<file path="config.mk">
export PLATFORM = sky130hd
export DESIGN_NAME = alu_ctrl_muldiv
export DESIGN_NICKNAME = d
export VERILOG_FILES = /design/src/rtl/alu_ctrl_muldiv.sv
export SDC_FILE = /design/constraint.sdc
export NUM_CORES = 1
export LEC_CHECK = 0
export CAP_MARGIN = 20
export CORE_MARGIN = 5
export CORE_UTILIZATION = 18
export DETAILED_ROUTE_END_ITERATION = 7
export PLACE_DENSITY = 0.91
export SYNTH_ARGS = -nofsm -noshare
export SYNTH_HDL_FRONTEND = slang
export SYNTH_SLANG_ARGS = --single-unit
</file>
<file path="constraint.sdc">
create_clock -name vclk -period 1.3
set_input_delay 0.195 -clock vclk [all_inputs]
set_output_delay 0.195 -clock vclk [all_outputs]
set_load 0.05 [all_outputs]
</file>
<file path="src/rtl/alu_ctrl_muldiv.sv">
// EX-stage ALU controller: RV32I ALU-op decode plus an optional iterative RV32M multiply/divide.
// Define ALU_MULDIV_EN to build the M-extension; otherwise M-ops decode as illegal.
module alu_ctrl_muldiv #(
  parameter int unsigned DATA_WIDTH = 32,
  parameter int unsigned CNT_WIDTH  = $clog2(DATA_WIDTH)
) (
  input  logic                  clk,
  input  logic                  reset,
  input  logic [1:0]            ALUOp,
  input  logic                  RType,
  input  logic [6:0]            Funct7,
  input  logic [2:0]            Funct3,
  input  logic                  in_valid,
  input  logic                  flush,
  input  logic [DATA_WIDTH-1:0] src_a,
  input  logic [DATA_WIDTH-1:0] src_b,
  output logic [3:0]            Operation,
  output logic                  md_stall,
  output logic                  md_valid,
  output logic [DATA_WIDTH-1:0] md_result,
  output logic                  illegal_op
);

  localparam logic [6:0] F7Base = 7'b0000000;
  localparam logic [6:0] F7Alt  = 7'b0100000;
  localparam logic [6:0] F7Mul  = 7'b0000001;

  logic m_op;
  logic f7_bad;
  assign m_op   = (ALUOp == 2'b10) && RType && (Funct7 == F7Mul);
  // I-type carries immediate bits in Funct7, so only R-type needs an exact match.
  assign f7_bad = RType && (Funct7 != F7Base);

  always_comb begin
    Operation  = 4'b0010;
    illegal_op = 1'b0;
    case (ALUOp)
      2'b01: Operation = 4'b1000;
      2'b10: begin
        if (m_op) begin
`ifdef ALU_MULDIV_EN
          Operation = 4'b0010;
`else
          illegal_op = 1'b1;
`endif
        end else begin
          unique case (Funct3)
            3'b000: begin
              if (RType && (Funct7 == F7Alt)) Operation = 4'b0011;
              else illegal_op = f7_bad;
            end
            3'b001: begin
              Operation  = 4'b0100;
              illegal_op = (Funct7 != F7Base);
            end
            3'b010: begin
              Operation  = 4'b1100;
              illegal_op = f7_bad;
            end
            3'b101: begin
              Operation  = (Funct7 == F7Alt) ? 4'b0111 : 4'b0101;
              illegal_op = (Funct7 != F7Base) && (Funct7 != F7Alt);
            end
            3'b110: begin
              Operation  = 4'b0001;
              illegal_op = f7_bad;
            end
            3'b111: begin
              Operation  = 4'b0000;
              illegal_op = f7_bad;
            end
            default: illegal_op = 1'b1;
          endcase
        end
      end
      default: Operation = 4'b0010;
    endcase
  end

`ifdef ALU_MULDIV_EN
  localparam int unsigned W = DATA_WIDTH;
  localparam logic [W-1:0] MinVal = {1'b1, {(W-1){1'b0}}};

  typedef enum logic [1:0] {StIdle, StCalc, StDone} state_e;

  state_e               state_q;
  logic [CNT_WIDTH-1:0] cnt_q;
  logic [2*W-1:0]       prod_q, step_prod, mul_full;
  logic [W-1:0]         opb_q, md_result_q, a_mag, b_mag;
  logic [W-1:0]         quo_fix, rem_fix, fin_res, spec_res;
  logic [W:0]           add_sum, rem_shift, rem_diff;
  logic [2:0]           f3_q;
  logic                 neg_q, neg_rem_q, md_valid_q;
  logic                 sgn_a, sgn_b, div_zero, div_ovf;

  // Accept-cycle operand conditioning and the two results that skip iteration.
  always_comb begin
    sgn_a    = src_a[W-1] && (Funct3 inside {3'b001, 3'b010, 3'b100, 3'b110});
    sgn_b    = src_b[W-1] && (Funct3 inside {3'b001, 3'b100, 3'b110});
    a_mag    = sgn_a ? (~src_a + 1'b1) : src_a;
    b_mag    = sgn_b ? (~src_b + 1'b1) : src_b;
    div_zero = Funct3[2] && (src_b == '0);
    div_ovf  = Funct3[2] && !Funct3[0] && (src_a == MinVal) && (src_b == '1);
    if (div_zero) spec_res = Funct3[1] ? src_a : '1;
    else          spec_res = Funct3[1] ? '0 : MinVal;
  end

  // prod_q holds {acc, multiplier} for MUL* and {remainder, quotient} for DIV*/REM*.
  always_comb begin
    add_sum   = {1'b0, prod_q[2*W-1:W]} + (prod_q[0] ? {1'b0, opb_q} : '0);
    rem_shift = {prod_q[2*W-1:W], prod_q[W-1]};
    rem_diff  = rem_shift - {1'b0, opb_q};
    if (!f3_q[2])        step_prod = {add_sum, prod_q[W-1:1]};
    else if (!rem_diff[W]) step_prod = {rem_diff[W-1:0], prod_q[W-2:0], 1'b1};
    else                 step_prod = {rem_shift[W-1:0], prod_q[W-2:0], 1'b0};

    mul_full = neg_q ? (~step_prod + 1'b1) : step_prod;
    quo_fix  = neg_q ? (~step_prod[W-1:0] + 1'b1) : step_prod[W-1:0];
    rem_fix  = neg_rem_q ? (~step_prod[2*W-1:W] + 1'b1) : step_prod[2*W-1:W];
    if (f3_q[2])                fin_res = f3_q[1] ? rem_fix : quo_fix;
    else if (f3_q[1:0] == 2'b00) fin_res = mul_full[W-1:0];
    else                        fin_res = mul_full[2*W-1:W];
  end

  always_ff @(posedge clk or negedge reset) begin
    if (!reset) begin
      state_q     <= StIdle;
      cnt_q       <= '0;
      prod_q      <= '0;
      opb_q       <= '0;
      f3_q        <= '0;
      neg_q       <= 1'b0;
      neg_rem_q   <= 1'b0;
      md_valid_q  <= 1'b0;
      md_result_q <= '0;
    end else if (flush) begin
      state_q    <= StIdle;
      md_valid_q <= 1'b0;
    end else begin
      md_valid_q <= 1'b0;
      unique case (state_q)
        StIdle: begin
          if (in_valid && m_op) begin
            f3_q      <= Funct3;
            neg_q     <= sgn_a ^ sgn_b;
            neg_rem_q <= sgn_a;
            cnt_q     <= '0;
            opb_q     <= Funct3[2] ? b_mag : a_mag;
            prod_q    <= {{W{1'b0}}, (Funct3[2] ? a_mag : b_mag)};
            if (div_zero || div_ovf) begin
              md_result_q <= spec_res;
              md_valid_q  <= 1'b1;
              state_q     <= StDone;
            end else begin
              state_q <= StCalc;
            end
          end
        end
        StCalc: begin
          prod_q <= step_prod;
          cnt_q  <= cnt_q + CNT_WIDTH'(1);
          if (cnt_q == CNT_WIDTH'(W - 1)) begin
            md_result_q <= fin_res;
            md_valid_q  <= 1'b1;
            state_q     <= StDone;
          end
        end
        StDone:  state_q <= StIdle;
        default: state_q <= StIdle;
      endcase
    end
  end

  assign md_stall  = in_valid && m_op && (state_q != StDone) && !flush;
  assign md_valid  = md_valid_q;
  assign md_result = md_result_q;
`else
  logic md_unused;
  assign md_unused = ^{clk, reset, in_valid, flush, src_a, src_b};
  assign md_stall  = 1'b0;
  assign md_valid  = 1'b0;
  assign md_result = '0;
`endif

endmodule

</file>
==> impl_metrics.csv, run 1 <==
group,metric,value,unit
run_status,outcome,"complete, but fails checks",
run_status,violations,"negative setup slack",
cells_and_area,design.seq.count,0,
global_routing,grt_usage,6.20,%
floorplanning,floorplan.initialDensity,18.6,%
critical_path,cp-end-kind,"primary output",
floorplanning,die_h,63.2,um
logic_synthesis,synth_top_area_share,50.1,%
global_routing,grt_pass1_vias,481,
logic_synthesis,synth_area,509,um2
critical_path,cp_slowest_stage_delay,210,ps
global_routing,grt_pass1_wl,2.13,mm
floorplanning,ios,120,
critical_path,path_buf_inv,3,
power_and_ir_drop,p_seq_share,0,%
hold_path,hold_depth,4,
global_routing,grt_max_degree,8,
timing,finalHoldViolCount,0,
critical_path,worstSetupPathType,"in2out",
critical_path,cp_top_family,"buffers and inverters",
route,drtPass1Iterations,4,
logic_synthesis,synthesis.instances,73,
logic_synthesis,ys_warn_count,0,
power_and_ir_drop,pwr-share-clk,0,%
power_and_ir_drop,cellLeakagePower,0.000407,uW
cells_and_area,final_common_cell,"conb_1",
critical_path,cp_max_fo,3,
hold_path,hp-class,"in2out",
floorplanning,die_w,63.2,um
placed_design,pre_cts_ws,-595,ps
route,wl_per_cell,10.9,um
route,drtIter0Drc,5,
placed_design,gp_congestion,0.803,
timing,rsz0062_at_grt,"yes",
hold_path,worstHoldStart,"Funct3[0]",
floorplanning,fp-row-count,19,
timing,drv_slew,0,
cells_and_area,most-common-layout-cells,"34 x conb_1, 10 x buf_4, 6 x buf_6",
route,ant_nets,0,
power_and_ir_drop,power_switching,334,uW
logic_synthesis,seq_area_frac_synth,0,%
critical_path,cpMostUsedCell,"buf_6",
timing,fin_crit,1390,ps
power_and_ir_drop,cellInternalPower,130,uW
flow_run,cap_viol_max_count,0,
critical_path,start_kind,"input pin",
power_and_ir_drop,combPwrFrac,100.0,%
cells_and_area,nets,185,
global_routing,globalRouteOverflowTotal,0,
timing,max_freq,719,MHz
critical_path,crit_path_top_delay_cell,"nand4_1",
power_and_ir_drop,p_per_area,539,nW/um2
logic_synthesis,yosysTopAreaCell,"buf_4",
timing,period_share,107,%
placed_design,hpwlAfterDp,1.08,mm
critical_path,path_cells,"buf_6, nor3_4, nand4_1, buf_4, a31oi_4, buf_6",
cells_and_area,syn2layout_area_growth,69.0,%
floorplanning,dieArea,3990,um2
cells_and_area,register_area,0,um2
critical_path,crit_required,1110,ps
route,via_per_inst,3.77,
global_routing,antenna_found_initial,0,
power_and_ir_drop,total_power,464,uW
placed_design,port_buffers,18,
logic_synthesis,synth_area_leaders,"buf_4 50%, ha_1 4.9%, nor2b_1 3.7%, nor3_1 2.9%, a31oi_1 2.5%",
route,vias,494,
critical_path,cp.arrival,1200,ps
timing,setup_violations,5,
cells_and_area,clkbuf_count,0,
logic_synthesis,synth_cell_type_count,26,
power_and_ir_drop,ir_worst_vdd,0.000201,V
timing,layout_setup_ws,-91.6,ps
logic_synthesis,postSynthAreaPerCell,6.98,um2
floorplanning,coreArea,2730,um2
cells_and_area,antenna_cells,0,
hold_path,hold_path_end,"Operation[2]",
route,drc,0,
power_and_ir_drop,netSwitchingFraction,72.0,%
route,routed_wl,1.43,mm
cells_and_area,final_layout_size_suffix_gt1_share,51.0,%
power by group through the flow:
stage	combinational, uW	clock, uW	sequential [uW]
2_1_floorplan	392	0	0
3_3_place_gp	404	0	0
3_5_place_dp	408	0	0
4_1_cts	452	0	0
5_1_grt	485	0	0
6_report	464	0	0
synthesized netlist by cell type:
cell	n
nand4_1	1
nand2_1	2
nor2b_1	3
o21ai_0	2
nor3b_1	1
a221oi_1	1
a31oi_1	2
a32o_1	1
conb_1	1
nand2b_1	2
o31ai_2	1
and2b_4	1
and3_1	1
inv_1	3
buf_6	1
nor2_1	3
or2b_1	1
a21boi_1	1
nor3_1	3
buf_4	34
ha_1	2
o21ai_1	1
nor3_2	1
nand3_1	1
a21oi_1	2
or3b_1	1
worst max-delay path by stage:
| stage | startpoint | depth (start not counted) | slack [ps] | to |
|---|---|---|---|---|
| floorplan | Funct3[1] | 3 | -110 | Operation[3] |
| global placement | Funct7[0] | 6 | -560 | Operation[1] |
| detailed placement | Funct7[6] | 6 | -590 | Operation[1] |
| CTS | Funct7[2] | 6 | -120 | Operation[0] |
| global route | Funct7[2] | 6 | -150 | Operation[1] |
| finish | Funct7[2] | 6 | -90 | Operation[1] |
area by class of cell:
cell class         instances  area [um2]
fillers                  290        1870
repair buffers            29         305
well taps                 31        38.8
multi-input cells         68         505
inverters                  3        11.3
layer usage:
layer  wire (um)  vias up  global-route usage [%]
met5           0        -                       0
met4          27        0                    1.30
met3         205        2                    1.60
met2         734       36                    12.1
met1         463      225                    6.58
li1            -      231                       -
timing repair:
action                     4_1_cts  5_1_grt
pin swaps                       18        3
hold buffers                     0        0
setup buffers                    3        1
setup endpoints to repair        5        5
gates resized for setup         77        6
stage by stage:
step                instance area (um2)  util, %  instances  hold slack, ps  TNS, ps
floorplan                           678        -        106             646     -277
global placement                    717     26.2        127            1320    -2490
detailed placement                  717     26.2        127            1320    -2580
CTS                                 847     31.0        130             833     -309
global route                        861     31.5        131             828     -523
finish                              861     31.5        131             816     -254
logic make-up after synthesis:
logic type | count (synthesis) | share of synthesized area (%)
buffers and inverters | 38 | 54.5
other | 1 | 0.736
AND/OR/NAND/NOR | 21 | 24.8
AO/OA/AOI/OAI | 11 | 15.0
adder cells (fa/ha/maj) | 2 | 4.91
(Power assumes the default switching activity.)
==> run 2: changes to the inputs <==
Settings changed: MAX_ROUTING_LAYER from default to met4.
==> run 2 against run 1 <==
  * The run still ends with negative setup slack left
  * First-iteration DRC count unchanged
  * Critical endpoint unchanged
  * Highest routed layer unchanged
  * Hold slack unchanged
  * Clock-buffer cell count unchanged
  * Global-route usage increased by 0.17 points
  * Via count unchanged
  * Total power about the same
  * Non-clock buffer count unchanged
  * Flip-flop and latch count unchanged
==> impl_metrics.csv, run 2 (synthesized netlist as in run 1, its figures left out) <==
group,metric,value,unit
run_status,outcome,"complete, but fails checks",
run_status,violations,"negative setup slack",
timing,finalHoldViolCount,0,
route,wl_per_cell,10.9,um
cells_and_area,final_layout_size_suffix_gt1_share,51.0,%
route,drc,0,
floorplanning,floorplan.initialDensity,18.6,%
route,via_per_inst,3.77,
hold_path,hp-class,"in2out",
floorplanning,ios,120,
flow_run,cap_viol_max_count,0,
power_and_ir_drop,p_seq_share,0,%
cells_and_area,design.seq.count,0,
placed_design,hpwlAfterDp,1.08,mm
global_routing,grt_pass1_wl,2.11,mm
cells_and_area,nets,185,
timing,drv_slew,0,
route,ant_nets,0,
timing,period_share,107,%
placed_design,gp_congestion,0.814,
power_and_ir_drop,combPwrFrac,100.0,%
timing,setup_violations,5,
cells_and_area,num-fill-cells,290,
timing,fin_crit,1390,ps
critical_path,crit_required,1110,ps
global_routing,grt_pass1_vias,483,
global_routing,globalRouteOverflowTotal,0,
floorplanning,fp-row-count,19,
global_routing,grt_max_degree,8,
route,drtIter0Drc,5,
critical_path,cp_max_fo,3,
power_and_ir_drop,cellLeakagePower,0.000407,uW
cells_and_area,syn2layout_area_growth,69.0,%
route,routed_wl,1.43,mm
cells_and_area,multi_input_area,505,um2
global_routing,grt_usage,6.37,%
placed_design,port_buffers,18,
cells_and_area,final_common_cell,"conb_1",
power_and_ir_drop,netSwitchingFraction,72.0,%
critical_path,start_kind,"input pin",
hold_path,hold_depth,4,
power_and_ir_drop,cellInternalPower,130,uW
timing,rsz0062_at_grt,"yes",
floorplanning,coreArea,2730,um2
power_and_ir_drop,total_power,464,uW
critical_path,worstSetupPathType,"in2out",
timing,finalSetupTns,-254,ps
clock_network,cts.hold.buffers_added,0,
cells_and_area,fin_util,31.5,%
critical_path,crit_path_top_delay_cell,"nand4_1",
cells_and_area,register_area,0,um2
power_and_ir_drop,pwr-share-clk,0,%
critical_path,cp_top_family,"buffers and inverters",
cells_and_area,most-common-layout-cells,"34 x conb_1, 10 x buf_4, 6 x buf_6",
critical_path,cp.arrival,1200,ps
floorplanning,dieArea,3990,um2
critical_path,path_cells,"buf_6, nor3_4, nand4_1, buf_4, a31oi_4, buf_6",
timing,max_freq,719,MHz
route,vias,494,
route,drtPass1Iterations,4,
power_and_ir_drop,power_switching,334,uW
floorplanning,die_w,63.2,um
placed_design,pre_cts_ws,-595,ps
power_and_ir_drop,p_per_area,539,nW/um2
power_and_ir_drop,ir_worst_vdd,0.000201,V
cells_and_area,antenna_cells,0,
timing,layout_setup_ws,-91.6,ps
critical_path,path_buf_inv,3,
critical_path,path_depth,6,
floorplanning,die_h,63.2,um
critical_path,cp-end-kind,"primary output",
cells_and_area,clkbuf_count,0,
critical_path,cpMostUsedCell,"buf_6",
global_routing,antenna_found_initial,0,
critical_path,cp_slowest_stage_delay,210,ps
run 2: cell counts in the layout (fill, tap and decap cells not counted):
No cell type changed its count.
run 2: cell type report:
| type | instances | share of cell area, % |
|---|---|---|
| Inverter | 3 | 1.31 |
| Multi-Input combinational cell | 68 | 58.7 |
| Timing Repair Buffer | 29 | 35.5 |
| Tap cell | 31 | 4.51 |
run 2: power groups by stage:
stage / clock [uW] / sequential, uW / combinational, uW
2_1_floorplan: 0 / 0 / 392
3_5_place_dp: 0 / 0 / 408
4_1_cts: 0 / 0 / 452
5_1_grt: 0 / 0 / 485
6_report: 0 / 0 / 464
3_3_place_gp: 0 / 0 / 404
run 2: worst paths after layout:
path       from           end  slack (ps)
min   Funct3[0]  Operation[2]         820
max   Funct7[2]  Operation[1]         -90
run 2: what timing repair did:
| action | 4_1_cts | 5_1_grt |
|---|---|---|
| pin swaps | 18 | 3 |
| resized for setup | 77 | 6 |
| buffers inserted | 3 | 1 |
| endpoints found under the setup margin | 5 | 5 |
run 2: per-stage QoR:
stage               instance area (um2)  cells  hold WS [ps]
finish                              861    131           816
global route                        861    131           828
CTS                                 847    130           833
detailed placement                  717    127          1320
global placement                    717    127          1320
floorplan                           678    106           646
run 2: layer usage:
layer,part of all wire (%),wire length [um],vias up,global-route usage [%]
li1,-,-,231,-
met1,32,451,225,6.48
met2,51,734,36,12.1
met3,15,217,2,1.78
met4,1.9,27,0,1.30
met5,0,0,-,-
==> run 3: changes to the inputs <==
--- a/config.mk
+++ b/config.mk
@@ -13,2 +13,3 @@
 export PLACE_DENSITY = 0.91
+export SLEW_MARGIN = 10
 export SYNTH_ARGS = -nofsm -noshare
==> constraint.sdc (replaced) <==
create_clock -name vclk -period 1.3
set_input_delay 0.325 -clock vclk [all_inputs]
set_output_delay 0.325 -clock vclk [all_outputs]
set_load 0.05 [all_outputs]
==> run 3 against run 2 <==
  * Worst setup slack got worse by 310 ps
  * Design area rose by 0.44%
  * First-iteration DRC count fell by 20%
  * The run still ends with negative setup slack left
  * Largest cell class unchanged
  * Core utilization rose by 0.14 points
  * Global-route usage fell by 0.53 points
  * Largest power group unchanged
  * Highest routed layer is now met3
  * Maximum frequency fell by 18%
==> impl_metrics.csv, run 3 (synthesized netlist as in run 1, its figures left out) <==
group,metric,value,unit
placed_design,pre_cts_ws,-834,ps
timing,max_freq,588,MHz
cells_and_area,register_area,0,um2
global_routing,globalRouteOverflowTotal,0,
critical_path,crit_required,980,ps
floorplanning,die_h,63.2,um
route,drtIter0Drc,4,
timing,finalHoldViolCount,0,
global_routing,grt_usage,5.84,%
global_routing,grt_pass1_wl,1.93,mm
cells_and_area,multi_input_area,504,um2
cells_and_area,most-common-layout-cells,"34 x conb_1, 11 x buf_6, 8 x buf_4",
critical_path,cp.arrival,1370,ps
timing,finalSetupTns,-1700,ps
placed_design,hpwlAfterDp,1.06,mm
route,ant_nets,0,
floorplanning,die_w,63.2,um
floorplanning,ios,120,
critical_path,cp_max_fo,3,
floorplanning,coreArea,2730,um2
placed_design,gp_congestion,0.656,
cells_and_area,syn2layout_area_growth,69.8,%
cells_and_area,final_common_cell,"conb_1",
floorplanning,floorplan.initialDensity,18.6,%
route,drc,0,
timing,fin_crit,1700,ps
cells_and_area,stdcell_count,131,
placed_design,dpl_cell_area,734,um2
route,vias,470,
critical_path,cp-end-kind,"primary output",
run_status,violations,"negative setup slack",
timing,rsz0062_at_grt,"yes",
placed_design,dp_cells,127,
flow_run,cap_viol_max_count,0,
cells_and_area,nets,185,
cells_and_area,clkbuf_count,0,
timing,layout_setup_ws,-400,ps
power_and_ir_drop,cellLeakagePower,0.000404,uW
cells_and_area,num-fill-cells,289,
floorplanning,dieArea,3990,um2
run_status,outcome,"complete, but fails checks",
power_and_ir_drop,ir_worst_vdd,0.000211,V
global_routing,antenna_found_initial,0,
floorplanning,fp-row-count,19,
cells_and_area,antenna_cells,0,
critical_path,start_kind,"input pin",
global_routing,grt_max_degree,9,
cells_and_area,design_area,865,um2
route,routed_wl,1.34,mm
global_routing,grt_pass1_vias,441,
placed_design,port_buffers,18,
timing,drv_slew,0,
timing,setup_violations,5,
route,wl_per_cell,10.2,um
route,via_per_inst,3.59,
power_and_ir_drop,total_power,456,uW
hold_path,hp-class,"in2out",
cells_and_area,final_layout_size_suffix_gt1_share,50.0,%
cells_and_area,design.seq.count,0,
critical_path,worstSetupPathType,"in2out",
timing,period_share,131,%
route,drtPass1Iterations,2,
power_and_ir_drop,p_per_area,527,nW/um2
## run 3: what timing repair did
item	4_1_cts	5_1_grt
buffers inserted	5	0
hold buffers	0	0
setup endpoints to repair	5	5
gates resized for setup	82	1
pin swaps	16	7
## run 3: path summary, 6_finish.rpt
path,startpoint,to,slack (ps),cells past startpoint
worst max-delay path,Funct7[3],Operation[1],-400,6
worst min-delay path,Funct3[2],Operation[2],1090,4
## run 3: final cells by class
type,instances,area share [%]
Inverter,3,1.30
Multi-Input combinational cell,68,58.3
Tap cell,31,4.49
Timing Repair Buffer,29,35.9
## run 3: report_power, final
group | internal [uW] | switching, uW | leakage (uW) | total, uW
clock network | 0 | 0 | 0 | 0
registers | 0 | 0 | 0 | 0
logic | 127 | 329 | 0.000404 | 456
total | 127 | 329 | 0.000404 | 456
## run 3: worst max-delay path, stage by stage
cell,delay (ps)
buf_6,90
nor3_4,210
nand4_1,220
buf_4,210
a31oi_4,150
buf_6,180
## run 3: routing by layer
metal	share of wire [%]	routed length (um)	vias to the layer above	global-route usage (%)
met3	14	186	0	1.07
met4	0	0	0	0
met1	36	484	206	7.10
met2	50	669	34	10.6
li1	-	-	230	-
met5	0	0	-	-
## run 3: through the flow
| step | hold WS (ps) | util [%] |
|---|---|---|
| 4_1_cts | 1090 | 31.4 |
| 2_1_floorplan | 892 | - |
| 3_3_place_gp | 1560 | 26.9 |
| 5_1_grt | 1100 | 31.6 |
| 3_5_place_dp | 1570 | 26.9 |
| 6_report | 1090 | 31.6 |
